File: config.mk
export PLATFORM = sky130hd
export DESIGN_NAME = crossing_phase_meter
export DESIGN_NICKNAME = d
export VERILOG_FILES = /design/src/rtl/crossing_phase_meter_pkg.sv /design/src/rtl/crossing_phase_meter_window_avg.sv /design/src/rtl/crossing_phase_meter.sv
export SDC_FILE = /design/constraint.sdc
export NUM_CORES = 1
export LEC_CHECK = 0
export CAP_MARGIN = 10
export CORE_AREA = 2 2 282 200
export DETAILED_ROUTE_END_ITERATION = 10
export DIE_AREA = 0 0 284 202
export GPL_ROUTABILITY_DRIVEN = 0
export HOLD_SLACK_MARGIN = 0.12
export MAX_ROUTING_LAYER = met4
export PLACE_DENSITY = 0.57
export SLEW_MARGIN = 10
export SYNTH_ARGS = -nofsm -noshare
export SYNTH_HDL_FRONTEND = slang
export SYNTH_SLANG_ARGS = --single-unit
File: constraint.sdc
create_clock -name clk_i -period 12.3 [get_ports clk_i]
set_input_delay 2.46 -clock clk_i [delete_from_list [all_inputs] [get_ports clk_i]]
set_output_delay 2.46 -clock clk_i [all_outputs]
set_load 0.01 [all_outputs]
File: src/rtl/crossing_phase_meter_pkg.sv
// crossing_phase_pkg: shared states and constants for the crossing phase meter
package crossing_phase_pkg;
  typedef enum logic [1:0] {IDLE, WAIT_FIRST, TRACK} state_e;
  localparam int DEFAULT_TIME_W = 32;
  localparam logic [15:0] MISS_MAX = 16'hFFFF;
endpackage

File: src/rtl/crossing_phase_meter_window_avg.sv
// window_avg: accumulates 2^LOG2 samples and presents their truncated mean on the completing add
module window_avg #(
  parameter int W    = 32,
  parameter int LOG2 = 3
) (
  input  logic         clk_i,
  input  logic         reset_i,
  input  logic         clr_i,
  input  logic         add_i,
  input  logic [W-1:0] val_i,
  output logic [W-1:0] avg_o,
  output logic         tc_o
);
  localparam int SW = W + LOG2;
  localparam int CW = LOG2 + 1;
  localparam logic [CW-1:0] LAST = CW'((1 << LOG2) - 1);
  logic [SW-1:0] r_sum;
  logic [SW-1:0] w_next;
  logic [CW-1:0] r_cnt;
  // The mean includes the sample being added so the top can register it in the same cycle.
  assign w_next = r_sum + (add_i ? SW'(val_i) : '0);
  assign avg_o  = w_next[SW-1:LOG2];
  assign tc_o   = add_i && r_cnt == LAST;
  // Sum and sample count; a full window restarts from zero.
  always_ff @(posedge clk_i) begin
    if (reset_i || clr_i || tc_o) begin
      r_sum <= '0;
      r_cnt <= '0;
    end else if (add_i) begin
      r_sum <= w_next;
      r_cnt <= r_cnt + CW'(1);
    end
  end
endmodule

File: src/rtl/crossing_phase_meter.sv
// crossing_phase_meter: pairs measured crossings with the preceding reference crossing and averages period/delay
module crossing_phase_meter
  import crossing_phase_pkg::*;
#(
  parameter int                 TIME_W   = DEFAULT_TIME_W,
  parameter int                 AVG_LOG2 = 3,
  parameter logic [TIME_W-1:0]  TIMEOUT  = TIME_W'(1_000_000)
) (
  input  logic              clk_i,
  input  logic              reset_i,
  input  logic [TIME_W-1:0] current_time_i,
  input  logic              ref_pulse_i,
  input  logic [TIME_W-1:0] ref_time_i,
  input  logic              sig_pulse_i,
  input  logic [TIME_W-1:0] sig_time_i,
  output logic [TIME_W-1:0] period_o,
  output logic [TIME_W-1:0] delay_o,
  output logic              valid_o,
  output logic              locked_o,
  output logic [15:0]       miss_cnt_o
);
  state_e            r_state;
  state_e            w_next_state;
  logic [TIME_W-1:0] r_last_ref;
  logic [TIME_W-1:0] r_cur_delay;
  logic              r_have_sig;
  logic [TIME_W-1:0] r_period;
  logic [TIME_W-1:0] r_delay;
  logic              r_valid;
  logic              r_locked;
  logic [15:0]       r_miss;
  logic [TIME_W-1:0] w_elapsed;
  logic [TIME_W-1:0] w_sig_delay;
  logic [TIME_W-1:0] w_cur_period;
  logic [TIME_W-1:0] w_cur_delay;
  logic              w_timeout;
  logic              w_good;
  logic              w_clr;
  logic              w_load_ref;
  logic              w_close;
  logic              w_latch_sig;
  logic              w_add;
  logic              w_miss;
  logic              w_drop;
  logic [TIME_W-1:0] w_period_avg;
  logic [TIME_W-1:0] w_delay_avg;
  logic              w_tc_p;
  logic              w_tc_d;
  logic              w_tc;
  assign w_elapsed    = current_time_i - r_last_ref;
  assign w_sig_delay  = sig_time_i - r_last_ref;
  assign w_cur_period = ref_time_i - r_last_ref;
  assign w_timeout    = w_elapsed > TIMEOUT;
  // A sig strobe in the closing cycle counts toward the closing period, measured from the old reference.
  assign w_cur_delay  = r_have_sig ? r_cur_delay : w_sig_delay;
  assign w_good       = (r_have_sig || sig_pulse_i) && w_cur_delay < w_cur_period && w_cur_period != '0;
  assign w_tc         = w_tc_p & w_tc_d;
  window_avg #(.W(TIME_W), .LOG2(AVG_LOG2)) u_period_avg (
    .clk_i   (clk_i),
    .reset_i (reset_i),
    .clr_i   (w_clr),
    .add_i   (w_add),
    .val_i   (w_cur_period),
    .avg_o   (w_period_avg),
    .tc_o    (w_tc_p)
  );
  window_avg #(.W(TIME_W), .LOG2(AVG_LOG2)) u_delay_avg (
    .clk_i   (clk_i),
    .reset_i (reset_i),
    .clr_i   (w_clr),
    .add_i   (w_add),
    .val_i   (w_cur_delay),
    .avg_o   (w_delay_avg),
    .tc_o    (w_tc_d)
  );
  // State register.
  always_ff @(posedge clk_i) begin
    if (reset_i) r_state <= IDLE;
    else r_state <= w_next_state;
  end
  // Next state and per-cycle actions; a timeout wins over any strobe in the same cycle.
  always_comb begin
    w_next_state = r_state;
    w_clr        = 1'b0;
    w_load_ref   = 1'b0;
    w_close      = 1'b0;
    w_latch_sig  = 1'b0;
    w_add        = 1'b0;
    w_miss       = 1'b0;
    w_drop       = 1'b0;
    case (r_state)
      IDLE: begin
        w_clr        = 1'b1;
        w_next_state = WAIT_FIRST;
      end
      WAIT_FIRST: begin
        w_load_ref   = ref_pulse_i;
        w_next_state = ref_pulse_i ? TRACK : WAIT_FIRST;
      end
      TRACK: begin
        if (w_timeout) begin
          w_drop       = 1'b1;
          w_miss       = 1'b1;
          w_next_state = IDLE;
        end else begin
          w_latch_sig = sig_pulse_i && !r_have_sig;
          w_close     = ref_pulse_i;
          w_add       = ref_pulse_i && w_good;
          w_miss      = ref_pulse_i && !w_good;
        end
      end
      default: w_next_state = IDLE;
    endcase
  end
  // Reference anchor plus the first measured delay of the open period.
  always_ff @(posedge clk_i) begin
    if (reset_i) begin
      r_last_ref  <= '0;
      r_cur_delay <= '0;
      r_have_sig  <= 1'b0;
    end else begin
      if (w_load_ref || w_close) r_last_ref <= ref_time_i;
      if (w_clr || w_close) r_have_sig <= 1'b0;
      else if (w_latch_sig) begin
        r_have_sig  <= 1'b1;
        r_cur_delay <= w_sig_delay;
      end
    end
  end
  // Published results, lock flag and saturating miss counter.
  always_ff @(posedge clk_i) begin
    if (reset_i) begin
      r_period <= '0;
      r_delay  <= '0;
      r_valid  <= 1'b0;
      r_locked <= 1'b0;
      r_miss   <= '0;
    end else begin
      r_valid <= w_tc;
      if (w_tc) begin
        r_period <= w_period_avg;
        r_delay  <= w_delay_avg;
        r_locked <= 1'b1;
      end else if (w_drop) r_locked <= 1'b0;
      if (w_miss && r_miss != MISS_MAX) r_miss <= r_miss + 16'd1;
    end
  end
  assign period_o   = r_period;
  assign delay_o    = r_delay;
  assign valid_o    = r_valid;
  assign locked_o   = r_locked;
  assign miss_cnt_o = r_miss;
endmodule
; ---- Word-level counts from Yosys, hierarchy flattened
; Cells that the tools add are included.
[op_classes]
eq_ne = 6
muxes = 20
bitwise_logic = 2
n_addsub = 8
n_reduce_logical = 21
order_cmp = 2
[ops]
columns = cell, n
row1 = $mux 32, 3
row2 = $sub 32x32->32, 3
row3 = $add 35x35->35, 2
row4 = $gt 32x20->1 const B, 1
row5 = $lt 32x32->1, 1
row6 = $reduce_bool 32->1, 1
row7 = $add 16x1->16 const B, 1
row8 = $ne 16x16->1 const B, 1
row9 = $mux 1, 14
row10 = $add 4x1->4 const B, 2
row11 = $eq 4x3->1 const B, 2
row12 = $logic_and 1x1->1, 8
row13 = $logic_or 1x1->1, 6
row14 = $pmux 2 s3, 1
row15 = $mux 2, 2
row16 = $eq 2x1->1 const B, 1
row17 = $eq 2x2->1 const B, 1
row18 = $logic_not 1->1, 2
row19 = $logic_not 2->1, 1
row20 = $ne 2x2->1 const B, 1
row21 = $reduce_and 2->1, 1
row22 = $reduce_bool 2->1, 1
row23 = $reduce_or 2->1, 1
row24 = $and 1x1->1, 1
row25 = $not 1->1, 1
[word_totals]
inputBits = 100
out_inout_bits = 82
reg_bits = 227

; ---- Depth between registers and ports, before layout
; Gate-level depths: netlist of run 1.
[depth]
ltp_word = 11
ltp_mapped = 44

; ---- Modules after synthesis
; Synthesis of run 1 repeated with hierarchy kept, for this count alone.
[unflattened]
cells_unflattened = 2724
hier_area_um2 = 20642.3
[by_module_without_submodules]
columns = mod, n_inst, area_per_inst_um2, seq_area_each_um2, cells_each
row1 = crossing_phase_meter, 1, 12837.3, 2982.9, 1718
row2 = window_avg at u_period_avg, 1, 3930.0, 780.7, 506
row3 = window_avg at u_delay_avg, 1, 3875.0, 780.7, 500

; ---- Least setup slack after synthesis of run 1
; Ideal clock, no wire load.
[synth_timing]
path_kind = in2reg
startpoint = in sig_time_i[0]
endpoint = reg u_period_avg.r_sum[34]
required_time_ns = 12.172
path_stages = 42
t_arrival_ns = 9.841
path_buffers = 3
slack_ns = 2.332
setup_time_ns = 0.128
cell_sequence = inv_1 ha_1 inv_1 fa_1 a21o_1 a21oi_1 o211a_1 o41ai_1 o21a_1 nand4_1 nand2_1 nor2_1 nand3_1 a21o_1 xor2_1 mux2_2 ha_1 a21o_1 [6 not listed] buf_4 nor2_1 ha_1 inv_1 fa_1 nand2b_1 a21oi_1 o211ai_1 o211ai_1 a311o_1 a21oi_1 o21bai_1 o22ai_1 o21bai_1 nand3_1 a21o_1 a21oi_1 nor2_1
[synth_between]
elab_chain_cells = 10
[synth_lines]
columns = item, line_no
row1 = "start, declared", crossing_phase_meter.sv:15  ; input logic [TIME_W-1:0] sig_time_i,
row2 = $sub 32x32->32 (*), crossing_phase_meter.sv:51  ; assign w_sig_delay = sig_time_i - r_last_ref;
row3 = $mux 32 (*), crossing_phase_meter.sv:55  ; assign w_cur_delay = r_have_sig ? r_cur_delay : w_sig_delay;
row4 = $lt 32x32->1 (*), crossing_phase_meter.sv:56  ; assign w_good = (r_have_sig || sig_pulse_i) && w_cur_delay < w_cur_period && w_cur_period != '0;
row5 = $logic_and 1x1->1 (*) (2 in a row), crossing_phase_meter.sv:56
row6 = $logic_and 1x1->1 (*), crossing_phase_meter.sv:108  ; w_add = ref_pulse_i && w_good;
row7 = $mux 1 (*), crossing_phase_meter.sv:101  ; if (w_timeout) begin
row8 = $mux 1 (*), crossing_phase_meter.sv:91  ; case (r_state)
row9 = $mux 32 / $logic_and 1x1->1 (equally long branches), "crossing_phase_meter_window_avg.sv:21, crossing_phase_meter_window_avg.sv:23"
row10 = $add 35x35->35 / $logic_or 1x1->1 (equally long branches), "crossing_phase_meter_window_avg.sv:21, crossing_phase_meter_window_avg.sv:26"
row11 = "end signal, assigned", crossing_phase_meter_window_avg.sv:30  ; r_sum <= w_next;
row12 = "end, declared", crossing_phase_meter_window_avg.sv:17  ; logic [SW-1:0] r_sum;
; Mark *: on every way between the ends. The rest lies on a longest branch, timed or not.
; A chain may end at the register's enable or synchronous reset.

; ---- Final worst setup path of run 1
; Same ends and word-level chain as after synthesis.

==> results of run 1 <==
## area by class of cell
class                           instances  share of cell area (%)
Multi-Input combinational cell       2046                    60.8
Sequential cell                       227                    20.3
Timing Repair Buffer                  198                    8.69
Tap cell                              740                    4.13
Clock buffer                           34                    3.40
Inverter                              105                    1.76
Clock inverter                         15                    1.00
## Yosys cell counts (5+ instances only)
cell type | number | area [sq um]
a21oi_1 | 260 | 1300
nand2_1 | 256 | 961
nor2_1 | 243 | 912
dfxtp_1 | 227 | 4540
ha_1 | 191 | 2390
o21ai_0 | 118 | 591
inv_1 | 103 | 387
a21o_1 | 84 | 631
xnor2_1 | 76 | 666
clkbuf_1 | 73 | 274
o21a_1 | 67 | 503
nor2b_1 | 62 | 388
or3_1 | 58 | 363
xor2_1 | 53 | 464
mux2i_1 | 52 | 521
and2_1 | 48 | 300
nand3_1 | 47 | 235
nand4_1 | 35 | 219
nand2b_1 | 28 | 175
or2_2 | 27 | 169
a211oi_1 | 24 | 180
a31oi_1 | 24 | 150
nand3b_1 | 22 | 165
nor3_1 | 20 | 100
o21bai_1 | 19 | 143
and3_1 | 18 | 113
mux2_2 | 18 | 203
buf_2 | 16 | 80.1
o211ai_1 | 15 | 113
buf_4 | 13 | 97.6
nor4_1 | 13 | 81.3
a211o_1 | 11 | 96.3
o31ai_1 | 10 | 75.1
and4_1 | 9 | 78.8
o21ai_1 | 8 | 40.0
a22oi_1 | 7 | 52.6
or3b_2 | 7 | 61.3
or4_1 | 7 | 52.6
a2111oi_0 | 6 | 52.6
nor3b_1 | 6 | 45.0
a31o_2 | 5 | 43.8
buf_1 | 5 | 18.8
fa_1 | 5 | 100
o2111ai_1 | 5 | 43.8
## flip-flops by register name, indices dropped and copies added (netlist names)
register and cells:
u_delay_avg.r_cnt 4, valid_o 1, u_delay_avg.r_sum 35, u_period_avg.r_cnt 4
r_cur_delay 32, period_o 32, u_period_avg.r_sum 35, delay_o 32
r_have_sig 1, r_state 2, miss_cnt_o 16, r_last_ref 32
locked_o 1
## report_power, final
part	internal (mW)	switching (mW)	total [mW]
logic	0.227	0.329	0.556
clock network	0.544	0.347	0.891
registers	0.741	0.00390	0.745
total	1.51	0.680	2.19
## worst paths after layout
path | start | to | slack, ns | cells after the start
worst max-delay path | sig_time_i[0] | u_period_avg.r_sum[34] | 1.02 | 43
worst min-delay path | r_cur_delay[7] | r_cur_delay[7] | 0.45 | 2
worst max register to register | r_last_ref[0] | u_period_avg.r_sum[34] | 3.05 | 41
worst min register to register | r_cur_delay[7] | r_cur_delay[7] | 0.45 | 2
## logic make-up after synthesis
logic type | after synthesis | share of synthesized area [%]
fa+ha+maj | 196 | 13.1
compound gates | 719 | 24.1
mux | 70 | 3.80
flops | 227 | 23.9
xor+xnor | 129 | 5.94
buf+inv | 214 | 4.67
simple gates | 932 | 24.5
## per-layer routing
metal	track usage, %	vias to the layer above	share of wire, %
met1	27.7	8545	49
met4	4.32	0	2.3
met5	-	-	0
li1	-	9131	-
met3	2.16	81	4.9
met2	30.3	489	44
## critical path: cells and delay by family
kind            cells  cell delay [ns]
compound gates     23             5.47
xor+xnor            1             0.13
simple gates        8             1.16
buf+inv             6             1.08
fa+ha+maj           5             1.35
==> run metrics, run 1 <==
status completed; row count just over 70; Main synth FF type dfxtp_1; Post-Layout Cell Count 3,365; pin count of the biggest net entering global routing between 150 and 200; Fin. Hold Viols 0; Setup WS post-layout 1.02 ns; Fin Hold WS roughly 0.45 ns; Slew HR between 20% and 30%; final setup vio count 0; WL/cell 17.1 um; total CTS buffers 27; Max H-tree Level 1; Setup TNS 0 ns; core area roughly 55,000 sq um; ANT cells 0; Max Clk Rate approximately 0.089 GHz; sequential area share after synthesis approximately a quarter; Post-Place Worst Slack between 0.7 and 0.8 ns; layout overhead on the synthesized area 18.0%; layout cell share with drive strength beyond 1 under 10%; type of the worst min-delay path flip-flop to flip-flop; placed cells around 3,300; Post-synth EDFFs 0; Startpoint Class input pin; worst-case clock buffer depth 3; DRC violations left 0; Post-synth ARST share 0%; Power Total ~2.2 mW; root buf cell clkbuf_16; crit path max fanout 15; Worst-path clk slew ~0.060 ns; Post-Syn Area roughly 19,000 sq um; most frequent cells in the layout a21oi_1, nand2_1, nor2_1, dfxtp_1, ha_1; fin area ~22,000 sq um; Tightest Pin Transition approximately 1.2 ns; Layout Skew ~0.01 ns; PortBufs around 180; Die Ht 202 um; max cap viols 0; post-route ant nets 0; Period Utilization, post-route between 90% and 100%; Pleak 8.91 nW; Syn Area/Cell between 7 and 8 sq um; synth unique cells 93; number of nets in the layout 2,901; minimum clock period 11.28 ns; Slowest cell on crit path o41ai_1; DIE WIDTH 284 um; CTS sink count approximately 230; DIE AREA 57,400 sq um; fill cell count 5,640; Setup crit end kind flip-flop; critical path arrival 11.68 ns; Final Max Slew Viols 0; vias in the first global route ~17,000; TritonRoute pass-1 iters 5; Power Dens Cells 97.7 nW/um^2; Starting Density 34.7%; GRT overflow 0; CTS tree done; drt total wl 57,600 um; crit-path most repeated cell a21oi_1; Worst Path Required about 13 ns; antenna violations before repair 0; syn_nets roughly 2,800; Gate Count Post-Synth between 2,000 and 2,500; postcts setup bufs 0; Top Ports 182; Register Area around 4500 sq um; Slowest Stage Delay on Critical Path approximately 0.8 ns; cts hold-fix bufs 0; Ys Warns 0; Iteration-0 DRC Markers 1,359; DR vias between 15,000 and 20,000; vias per inst roughly 5.4; WS Path Type input pin to flip-flop; RSZ-0062 raised after global routing no; Placed Instance Area 21,400 sq um; Total GRT Usage around 20%; post-layout util 41.0%; Peak VDD IR about 0.09 mV; post-CTS resize count 0; commonest non-fill, non-tap cell in the layout a21oi_1; Yosys reg bits 227; worst-skew pair later-pin latency about 0.55 ns; Detailed Place HPWL between 40,000 and 50,000 um; global-route wire length before repair ~90,000 um; area of the multi-input gates around 14,000 sq um
Note: power is estimated with default switching activity, not from simulation.
==> run 2, diff against run 1 <==
- CAP_MARGIN: 10 -> 20
- SLEW_MARGIN: 10 -> unset
==> run metrics, run 2 (synthesized netlist as in run 1, its figures left out) <==
status completed (unchanged); CP bufs+invs 6 (unchanged); TritonRoute pass-1 iters 5 (unchanged); GRT overflow 0 (unchanged); cts hold-fix bufs 0 (unchanged); postcts setup bufs 0 (unchanged); Max H-tree Level 1 (unchanged); Die Ht 202 um (unchanged); antenna violations before repair 0 (unchanged); minimum clock period 11.30 ns (was 11.28 ns); Placed Instance Area 21,400 sq um (unchanged); Starting Density 34.7% (unchanged); ANT cells 0 (unchanged); biggest regs u_delay_avg.r_sum x35, u_period_avg.r_sum x35 (unchanged); post-route ant nets 0 (unchanged); worst-case reg-to-reg path depth 41 (unchanged); WS Path Type input pin to flip-flop (unchanged); Pleak 8.91 nW (about the same); total CTS buffers 27 (unchanged); RSZ-0062 raised after global routing no (unchanged); Slowest Stage Delay on Critical Path 0.79 ns (was 0.80 ns); fill cell count 5,638 (was 5,640); pin count of the biggest net entering global routing 157 (unchanged); root buf cell clkbuf_16 (unchanged); commonest non-fill, non-tap cell in the layout a21oi_1 (unchanged); vias per inst 5.40 (was 5.42); crit path max fanout 15 (unchanged); critical path arrival 11.70 ns (was 11.68 ns); WL/cell 17.1 um (about the same); Hold Path Cell Cnt 2 (unchanged); Worst Path Required 12.71 ns (was 12.70 ns); DRC violations left 0 (unchanged); post-CTS resize count 0 (unchanged); type of the worst min-delay path flip-flop to flip-flop (unchanged); worst-skew pair later-pin latency 0.55 ns (about the same); Top Ports 182 (unchanged); DR vias 18,200 (about the same); DIE WIDTH 284 um (unchanged); Final Max Slew Viols 0 (unchanged); global-route wire length before repair 90,000 um (unchanged); number of nets in the layout 2,902 (was 2,901); CTS sink count 227 (unchanged); post-layout util 41.0% (about the same); Peak VDD IR 0.0930 mV (was 0.0926 mV); area of the multi-input gates 13,600 sq um (unchanged); drt total wl 57,500 um (was 57,600 um); Fin Hold WS 0.450 ns (was 0.449 ns); Setup crit end kind flip-flop (unchanged); Slew HR 24.9% (was 21.5%); Total GRT Usage 19.7% (unchanged); vias in the first global route 16,700 (unchanged); final setup vio count 0 (unchanged); Register Area 4540 sq um (unchanged); Tightest Pin Transition 1.11 ns (was 1.16 ns); fin area 22,400 sq um (about the same); Fin. Hold Viols 0 (unchanged); DIE AREA 57,400 sq um (unchanged); worst-case clock buffer depth 3 (unchanged); CP Depth 43 (unchanged); layout cell share with drive strength beyond 1 5.71% (was 5.68%); Startpoint Class input pin (unchanged); PortBufs 181 (unchanged); Period Utilization, post-route 91.8% (was 91.7%); Layout Skew 0.0101 ns (was 0.0103 ns); row count 72 (unchanged); Detailed Place HPWL 44,900 um (unchanged); Slowest cell on crit path o41ai_1 (unchanged); Power Dens Cells 97.6 nW/um^2 (was 97.7 nW/um^2); Iteration-0 DRC Markers 1,372 (was 1,359); crit-path most repeated cell a21oi_1 (unchanged); Setup TNS 0 ns (unchanged); placed cells 3,316 (unchanged); Top Family by Delay on Critical Path compound AO/OA/AOI/OAI gates (unchanged); core area 54,800 sq um (unchanged); Worst-path clk slew 0.06 ns (about the same); Max Clk Rate 0.0885 GHz (was 0.0887 GHz); max cap viols 0 (unchanged); most frequent cells in the layout a21oi_1, nand2_1, nor2_1, dfxtp_1, ha_1 (unchanged); CTS tree done (unchanged); layout overhead on the synthesized area 18.1% (was 18.0%); Post-Layout Cell Count 3,366 (was 3,365)
[run 2: cell type report]
type                            count  share of cell area, %
Timing Repair Buffer              199                   8.74
Inverter                          105                   1.76
Clock inverter                     15                   1.00
Multi-Input combinational cell   2046                   60.7
Sequential cell                   227                   20.2
Tap cell                          740                   4.13
Clock buffer                       34                   3.40
[run 2: report_power, final]
group	internal, mW	switching [mW]	total (mW)
clock network	0.544	0.347	0.891
registers	0.741	0.00391	0.745
logic	0.227	0.328	0.556
total	1.51	0.680	2.19
[run 2: worst register-to-register path: cells and delay by family, from the launching register on]
| family | cells | cell delay (ns) |
|---|---|---|
| compound gates | 23 | 5.50 |
| fa+ha+maj | 5 | 1.37 |
| buf+inv | 4 | 0.61 |
| simple gates | 8 | 1.17 |
| xor+xnor | 1 | 0.13 |
| flops | 1 | 0.36 |
[run 2: worst paths after layout]
kind                       start                endpoint  slack [ns]
setup / recovery   sig_time_i[0]  u_period_avg.r_sum[34]        1.00
hold / removal    r_cur_delay[7]          r_cur_delay[7]        0.45
setup reg to reg   r_last_ref[0]  u_period_avg.r_sum[34]        3.03
hold reg to reg   r_cur_delay[7]          r_cur_delay[7]        0.45
[run 2: layer usage]
metal	GRT usage, %	part of all wire (%)	vias to the layer above
li1	-	-	9133
met1	27.7	49	8510
met2	30.3	44	462
met3	2.16	4.8	79
met4	4.32	2.3	0
met5	-	0	-
[run 2: through the flow]
step           worst slack (ns)  total power [mW]
6_report                   1.00              2.19
5_1_grt                   0.579              2.31
3_5_place_dp              0.766              1.31
2_1_floorplan              2.33              1.14
4_1_cts                    1.28              2.21
3_3_place_gp               1.02              1.30
==> run 3, diff against run 2 <==
==> constraint.sdc (replaced) <==
create_clock -name clk_i -period 12.3 [get_ports clk_i]
set_input_delay 2.46 -clock clk_i [delete_from_list [all_inputs] [get_ports clk_i]]
set_output_delay 2.46 -clock clk_i [all_outputs]
set_load 0.02 [all_outputs]
==> results of run 3 <==
The final DEF is identical to that of run 2. Status: completed.
